File: src/rtl/vend_pkg.sv
// rtl/vend_pkg.sv - shared state encoding and fault codes for the vend dispenser
package vend_pkg;

    typedef enum logic [3:0] {
        S_IDLE,
        S_PROD_DRIVE,
        S_PROD_WAIT,
        S_COIN_CHK,
        S_COIN_DRIVE,
        S_COIN_WAIT,
        S_GAP,
        S_DONE,
        S_FAULT
    } state_t;

    localparam logic [1:0] FLT_NONE  = 2'b00;
    localparam logic [1:0] FLT_PROD  = 2'b01;
    localparam logic [1:0] FLT_COIN  = 2'b10;
    localparam logic [1:0] FLT_EMPTY = 2'b11;

    function automatic int max3(input int a, input int b, input int c);
        int m;
        m = (a > b) ? a : b;
        return (m > c) ? m : c;
    endfunction

endpackage

File: src/rtl/vend_dispenser_timer.sv
// rtl/vend_dispenser_timer.sv - shared down-counter reused for every timed state
module dispense_timer #(
    parameter int W = 5
) (
    input  logic         clk,
    input  logic         rst,
    input  logic         start,
    input  logic [W-1:0] load_val,
    input  logic         tick,
    output logic         expired
);

    logic [W-1:0] cnt;

    always_ff @(posedge clk) begin
        if (rst) begin
            cnt <= '0;
        end else if (start) begin
            cnt <= load_val;
        end else if (tick && cnt != '0) begin
            cnt <= cnt - W'(1);
        end
    end

    assign expired = (cnt == '0);

endmodule

File: src/rtl/vend_dispenser.sv
// rtl/vend_dispenser.sv - pays out a vend request: product solenoid, then coin ejections
module vend_dispenser
    import vend_pkg::*;
#(
    parameter int PULSE_CYC  = 4,
    parameter int TIMEOUT    = 16,
    parameter int GAP_CYC    = 2,
    parameter int COIN_CAP   = 50,
    parameter int CNT_W      = 8,
    parameter int LOW_THRESH = 5
) (
    input  logic             clk,
    input  logic             rst,
    input  logic             vend,
    input  logic [1:0]       change,
    input  logic             prod_sense,
    input  logic             coin_sense,
    input  logic             refill,
    input  logic             clr_fault,
    output logic             prod_drive,
    output logic             coin_drive,
    output logic             busy,
    output logic             done,
    output logic             req_drop,
    output logic             fault,
    output logic [1:0]       fault_code,
    output logic [CNT_W-1:0] coin_count,
    output logic             coin_low
);

    localparam int TMR_W = $clog2(max3(PULSE_CYC, TIMEOUT, GAP_CYC) + 1);

    state_t             state, state_nxt;
    logic [1:0]         coins_left;
    logic [1:0]         code_q;
    logic [CNT_W-1:0]   count_q;
    logic               req;
    logic               coin_dec;
    logic               flt_set;
    logic [1:0]         flt_new;
    logic               tmr_start;
    logic               tmr_exp;
    logic [TMR_W-1:0]   tmr_load;

    assign req = vend || (change != 2'd0);

    always_ff @(posedge clk) begin
        if (rst) begin
            state <= S_IDLE;
        end else begin
            state <= state_nxt;
        end
    end

    always_comb begin
        state_nxt = state;
        coin_dec  = 1'b0;
        flt_set   = 1'b0;
        flt_new   = FLT_NONE;
        case (state)
            S_IDLE: begin
                if (vend) begin
                    state_nxt = S_PROD_DRIVE;
                end else if (change != 2'd0) begin
                    // change-only requests still honour the empty-tube guard
                    if (count_q == '0) begin
                        state_nxt = S_FAULT;
                        flt_set   = 1'b1;
                        flt_new   = FLT_EMPTY;
                    end else begin
                        state_nxt = S_COIN_DRIVE;
                    end
                end
            end
            S_PROD_DRIVE: if (tmr_exp) state_nxt = S_PROD_WAIT;
            S_PROD_WAIT: begin
                if (prod_sense) begin
                    state_nxt = (coins_left != 2'd0) ? S_COIN_CHK : S_DONE;
                end else if (tmr_exp) begin
                    state_nxt = S_FAULT;
                    flt_set   = 1'b1;
                    flt_new   = FLT_PROD;
                end
            end
            S_COIN_CHK: begin
                if (count_q == '0) begin
                    state_nxt = S_FAULT;
                    flt_set   = 1'b1;
                    flt_new   = FLT_EMPTY;
                end else begin
                    state_nxt = S_COIN_DRIVE;
                end
            end
            S_COIN_DRIVE: if (tmr_exp) state_nxt = S_COIN_WAIT;
            S_COIN_WAIT: begin
                if (coin_sense) begin
                    coin_dec  = 1'b1;
                    state_nxt = (coins_left > 2'd1) ? S_GAP : S_DONE;
                end else if (tmr_exp) begin
                    state_nxt = S_FAULT;
                    flt_set   = 1'b1;
                    flt_new   = FLT_COIN;
                end
            end
            S_GAP:   if (tmr_exp) state_nxt = S_COIN_CHK;
            S_DONE:  state_nxt = S_IDLE;
            S_FAULT: if (clr_fault) state_nxt = S_IDLE;
            default: state_nxt = S_IDLE;
        endcase
    end

    // Timer holds duration-1 so that expiry lands on the last cycle of the state
    always_comb begin
        tmr_load = '0;
        case (state_nxt)
            S_PROD_DRIVE, S_COIN_DRIVE: tmr_load = TMR_W'(PULSE_CYC - 1);
            S_PROD_WAIT, S_COIN_WAIT:   tmr_load = TMR_W'(TIMEOUT - 1);
            S_GAP:                      tmr_load = TMR_W'(GAP_CYC - 1);
            default:                    tmr_load = '0;
        endcase
    end

    assign tmr_start = (state_nxt != state);

    dispense_timer #(.W(TMR_W)) u_timer (
        .clk      (clk),
        .rst      (rst),
        .start    (tmr_start),
        .load_val (tmr_load),
        .tick     (1'b1),
        .expired  (tmr_exp)
    );

    always_ff @(posedge clk) begin
        if (rst) begin
            coins_left <= 2'd0;
            code_q     <= FLT_NONE;
            count_q    <= CNT_W'(COIN_CAP);
        end else begin
            if (state == S_IDLE && req) begin
                coins_left <= change;
            end else if (coin_dec) begin
                coins_left <= coins_left - 2'd1;
            end

            if (flt_set) begin
                code_q <= flt_new;
            end else if (state == S_FAULT && clr_fault) begin
                code_q <= FLT_NONE;
            end

            if (coin_dec) begin
                count_q <= count_q - CNT_W'(1);
            end else if (refill && (state == S_IDLE || state == S_FAULT)) begin
                count_q <= CNT_W'(COIN_CAP);
            end
        end
    end

    assign prod_drive = (state == S_PROD_DRIVE);
    assign coin_drive = (state == S_COIN_DRIVE);
    assign busy       = (state != S_IDLE);
    assign done       = (state == S_DONE);
    assign req_drop   = (state != S_IDLE) && req;
    assign fault      = (state == S_FAULT);
    assign fault_code = code_q;
    assign coin_count = count_q;
    assign coin_low   = (count_q < CNT_W'(LOW_THRESH));

endmodule

File: config.mk
export PLATFORM = sky130hd
export DESIGN_NAME = vend_dispenser
export DESIGN_NICKNAME = d
export VERILOG_FILES = /design/src/rtl/vend_pkg.sv /design/src/rtl/vend_dispenser_timer.sv /design/src/rtl/vend_dispenser.sv
export SDC_FILE = /design/constraint.sdc
export NUM_CORES = 1
export LEC_CHECK = 0
export CAP_MARGIN = 15
export CORE_MARGIN = 2
export CORE_UTILIZATION = 47
export DETAILED_ROUTE_END_ITERATION = 16
export HOLD_SLACK_MARGIN = 0.05
export PLACE_DENSITY = 0.75
export SETUP_SLACK_MARGIN = 0.5
export SKIP_LAST_GASP = 1
export SYNTH_ARGS = -nofsm -noshare
export SYNTH_HDL_FRONTEND = slang
export SYNTH_SLANG_ARGS = --single-unit
export TNS_END_PERCENT = 5
File: constraint.sdc
create_clock -name clk -period 2.1 [get_ports clk]
set_clock_uncertainty 0.05 [all_clocks]
set_input_delay 0.42 -clock clk [delete_from_list [all_inputs] [get_ports clk]]
set_output_delay 0.42 -clock clk [all_outputs]
set_load 0.01 [all_outputs]
## After elaboration in Yosys (flattened, before gate mapping)

Index checks and enable logic that the tools add are counted.

| word-level totals | value |
|---|---|
| input port bits | 9 |
| register bits after elaboration | 21 |
| logic and storage cells | 82 |
| output and inout bits | 17 |

| cells by class | value |
|---|---|
| magnitude comparators | 2 |
| multiplexer cells | 39 |
| add/sub/neg operators | 3 |
| reduce and logical (&&, ||, !) cells | 19 |
| eq/ne operators | 14 |

Operators with widths:

| kind | number |
|---|---|
| $mux 4 | 10 |
| $pmux 4 s8 | 1 |
| $eq 4x3->1 const B | 7 |
| $mux 2 | 9 |
| $mux 8 | 2 |
| $eq 4x2->1 const B | 3 |
| $pmux 4 s3 | 1 |
| $reduce_bool 2->1 | 6 |
| $mux 1 | 11 |
| $mux 5 | 2 |
| $eq 4x1->1 const B | 2 |
| $logic_not 8->1 | 1 |
| $lt 8x3->1 const B | 1 |
| $pmux 2 s4 | 1 |
| $sub 8x1->8 const B | 1 |
| $logic_not 5->1 | 1 |
| $reduce_bool 5->1 | 1 |
| $sub 5x1->5 const B | 1 |
| $eq 4x4->1 const B | 1 |
| $logic_and 1x1->1 | 4 |
| $logic_not 4->1 | 1 |
| $ne 4x4->1 | 1 |
| $pmux 1 s4 | 1 |
| $reduce_bool 4->1 | 1 |
| other kinds (5) | 7 |

## Longest topological paths before layout

| depth | value |
|---|---|
| depth after elaboration | 9 |
| depth in mapped cells | 9 |
| depth with buffers taken out | 8 |

## Modules after synthesis

Synthesis repeated with hierarchy kept, for this count alone.

| second synthesis, totals | value |
|---|---|
| cells, all modules | 184 |
| area total of the unflattened synthesis | 1468.9 sq um |

Modules (own cells, without submodules):

| module | cells an instance | sequential area each (sq um) | area an instance (sq um) | times used |
|---|---|---|---|---|
| vend_dispenser | 147 | 320.3 | 1142.3 | 1 |
| dispense_timer | 37 | 100.1 | 326.6 | 1 |

## Worst setup path after synthesis

Ideal clock, no wire load.

| timing | value |
|---|---|
| path kind | register -> register |
| from | reg u_timer.cnt[0] |
| to | reg u_timer.cnt[2] |
| arrival time | 2.148 ns |
| required time | 1.979 ns |
| buffers on the path | 1 |
| path slack | -0.169 ns |
| period minus slack after synthesis | 2.269 ns |
| stages on the path, launching flop included | 10 |
| setup time | 0.071 ns |
| cell sequence | dfxtp_1 > inv_1 > ha_1 > or4b_4 > buf_6 > nand3_2 > nand4_2 > or4_1 > a22o_1 > a21oi_1 |

| between the ends | value |
|---|---|
| word-level cells in the longest chain between the ends | 8 |
| elaborated cells on any way between the ends | 22 |
| classes of those cells | add/sub: 1; eq/ne: 6; mux: 10; reduce/logical: 5 |

Ends and longest elaborated chain:

| element | line | source |
|---|---|---|
| start: declaration | vend_dispenser_timer.sv:13 | `logic [W-1:0] cnt;` |
| start signal: assignment | vend_dispenser_timer.sv:19 | `cnt <= load_val;` |
| start signal: assignment | vend_dispenser_timer.sv:21 | `cnt <= cnt - W'(1);` |
| $logic_not 5->1 | vend_dispenser_timer.sv:25 | `assign expired = (cnt == '0);` |
| $mux 4 | vend_dispenser.sv:79, vend_dispenser.sv:99 |  |
| $mux 4, on equally long branches | vend_dispenser.sv:96, vend_dispenser.sv:77 |  |
| $pmux 4 s8 | vend_dispenser.sv:60 | `case (state)` |
| $eq 4x2->1 (tied with other cells) | vend_dispenser.sv:115 | `case (state_nxt)` |
| $reduce_or 2->1 | vend_dispenser.sv:115 |  |
| $pmux 4 s3 | vend_dispenser.sv:115 |  |
| $mux 5 | vend_dispenser_timer.sv:18 | `end else if (start) begin` |

Several ways; a longest one is shown, not always the timed one. The select of a mux whose other input is x is not followed.
A chain may end at the register's enable or synchronous reset.

## Worst setup path after layout

| timing | value |
|---|---|
| from | reg u_timer.cnt[1] |
| to | reg u_timer.cnt[3] |

The elaborated chain is that of the path after synthesis.

==> run_results.csv <==
group,metric,value,unit
run_status,status,"finished with violations",
run_status,violations,"negative setup slack",
logic_synthesis,synth_most_common_cell,"dfxtp_1",
logic_synthesis,synth-edff-count,0,
layout,nNetsFinal,272,
detailed_routing,routed_wl,4770,µm
sta,rsz0062_at_grt,"yes",
sta,max_freq,396,MHz
critical_path,worstPathArrival,2.72,ns
global_routing,grt.total_usage,29.1,%
sta,finalHoldViolCount,0,
layout,drive_gt1_share,29.2,%
detailed_routing,wire_per_inst,15.8,µm
layout,area_growth,47.3,%
floorplan,die_h,60.2,µm
floorplan,core,3030,µm²
sta,fin_tns_setup,-4.01,ns
layout,nFillCells,232,
clock_tree,cts_buffer_depth,2,
detailed_routing,num_vias,1815,
detailed_routing,ant_nets,0,
global_routing,grt.overflow.total,0,
logic_synthesis,syn_inst,184,
critical_path,critPathLaunchType,"flip-flop",
logic_synthesis,synth_area,1490,µm²
clock_tree,clk_pin_slew,0.13,ns
global_routing,antenna_found_initial,0,
critical_path,path_class,"flip-flop to flip-flop",
logic_synthesis,yosysTopAreaCell,"dfxtp_1",
logic_synthesis,synth.area.top_cells,"dfxtp_1 28%, nand2_1 4.5%, ha_1 4.2%",
sta,worstMarginPinSlew,0.559,ns
floorplan,io_pins,26,
clock_tree,cts.sinks,21,
detailed_routing,drt_iter0_markers,179,
logic_synthesis,ys_types,56,
layout,fin_cells,301,
critical_path,cp_max_fo,8,
logic_synthesis,syn_nets,198,
place,dp_hpwl,3480,µm
place,place.gp.congestion,0.978,
place,dp.cells,296,
detailed_routing,drt_pass1_iterations,5,
min_path,hold_class,"flip-flop to flip-flop",
sta,max-slew-margin-rel,62.3,%
clock_tree,cts_buffers,3,
sta,fin_crit,2.53,ns
critical_path,cp_data_required_time,2.29,ns
clock_tree,root_buffer,"clkbuf_4",
detailed_routing,drt-vias-per-instance,6.03,
floorplan,die-area,3630,µm²
sta,fin_hold_ws,0.480,ns
logic_synthesis,avgSynthCellArea,8.08,µm²
logic_synthesis,yosysSeqAreaShare,28.3,%
global_routing,grt_max_degree,13,
logic_synthesis,ys_warn_count,0,
clock_tree,cts_hold_buf,0,
clock_tree,ctsHtreeMaxLevel,1,
pwr,peakVddDrop,584,µV
clock_tree,cts_tree,"yes",
place,numPortBuffers,25,
logic_synthesis,yosys_most_used_dff,"dfxtp_1",
floorplan,row_count,20,
clock_tree,clkLatencyLatePin,0.31,ns
global_routing,grt_pass1_wl,8070,µm
global_routing,grt_pass1_vias,1774,
sta,slew_viol_final,0,
layout,diodes,0,
logic_synthesis,ys_ff_latch,21,
sta,fin_ws,-0.428,ns
detailed_routing,drc,0,
logic_synthesis,async_reset_ff_share,0,%
floorplan,initial_core_util,49.1,%
sta,setup_viol,13,
place,place_ws,-0.475,ns
logic_synthesis,yosys-top-cells-count,"21 x dfxtp_1, 18 x nand2_1, 16 x nor2_1",
floorplan,die_w,60.2,µm
run,maxCapViolations,0,
pwr,power_density,1300,nW/µm²
pwr,p_leak,0.881,nW
logic_synthesis,yosysTopAreaCellShare,28.3,%
layout,regArea,420,µm²
sta,min_period_over_period,120,%
critical_path,cp-end-kind,"flip-flop",
layout,multiInputGateArea,995,µm²
## cells by family after synthesis
kind of cell	count (synthesis)	synth area share [%]
AO/OA/AOI/OAI	46	23.1
XOR/XNOR	8	4.71
adder cells (fa/ha/maj)	5	4.21
buffers and inverters	19	5.72
flip-flops	21	28.3
multiplexers	2	1.35
AND/OR/NAND/NOR	83	32.6
## power breakdown
| part | switching [mW] | leakage (nW) | internal, mW |
|---|---|---|---|
| clock network | 0.132 | 0.0150 | 0.0740 |
| registers | 0.0994 | 0.171 | 0.479 |
| logic | 1.01 | 0.694 | 1.06 |
| total | 1.24 | 0.881 | 1.61 |
## worst max-delay path: stages (launching register included)
cell      delay [ns]
dfxtp_1         0.33
inv_1           0.08
ha_2            0.19
or4b_4          0.55
o221ai_4        0.27
nand4_2         0.12
or4_1           0.51
a22o_1          0.22
a21oi_1         0.15
## repair_timing
| action | in CTS | in global routing |
|---|---|---|
| setup endpoints to repair | 35 | 38 |
| buffers inserted | 0 | 1 |
| resized for setup | 3 | 1 |
## cells in the final DEF, fill, tap and decap left out, types with 4 or more instances in the layout
| cell | n |
|---|---|
| nor2_1 | 16 |
| buf_4 | 53 |
| nand4_1 | 4 |
| dfxtp_1 | 21 |
| a21oi_1 | 12 |
| nand3_1 | 5 |
| nand2_1 | 18 |
| inv_1 | 9 |
| xor2_1 | 4 |
| nand2b_1 | 5 |
| o21ai_0 | 4 |
| clkdlybuf4s50_1 | 25 |
| nor3_1 | 9 |
| or4_1 | 5 |
| ha_1 | 4 |
| xnor2_1 | 4 |
## final timing paths
path	endpoint	cells after the start	slack [ns]	startpoint
worst min register to register	coin_count[1]$_SDFFE_PP1P_	2	0.48	coin_count[1]$_SDFFE_PP1P_
worst max register to register	u_timer.cnt[3]$_SDFFE_PP0P_	8	-0.43	u_timer.cnt[1]$_SDFFE_PP0P_
worst max-delay path	u_timer.cnt[3]$_SDFFE_PP0P_	8	-0.43	u_timer.cnt[1]$_SDFFE_PP0P_
worst min-delay path	coin_count[1]$_SDFFE_PP1P_	2	0.48	coin_count[1]$_SDFFE_PP1P_
## area by class of cell
cell class | count | share of cell area, %
Timing Repair Buffer | 79 | 30.1
Sequential cell | 21 | 19.2
Tap cell | 44 | 2.51
Clock buffer | 4 | 1.20
Inverter | 9 | 1.54
Multi-Input combinational cell | 144 | 45.4
## stage by stage
step           util, %  power, mW  cell area, µm²
3_3_place_gp      70.6       2.45            2140
2_1_floorplan        -       1.70            1490
4_1_cts           72.1       2.76            2180
6_report          72.3       2.85            2190
3_5_place_dp      70.6       2.53            2140
5_1_grt           72.3       3.05            2190
## state kept, by name, summed over array words and instances (netlist names)
| name | count |
|---|---|
| coin_count | 8 |
| state | 4 |
| coins_left | 2 |
| fault_code | 2 |
| u_timer.cnt | 5 |
## layer usage
layer | up-vias | global-route usage [%] | wire [µm]
met3 | 24 | 3.90 | 349
met4 | 0 | 10.2 | 112
met2 | 117 | 49.7 | 2460
met5 | - | 0 | 0
li1 | 832 | - | -
met1 | 842 | 37.1 | 1850
No activity file was read; power rests on OpenSTA's default activity.
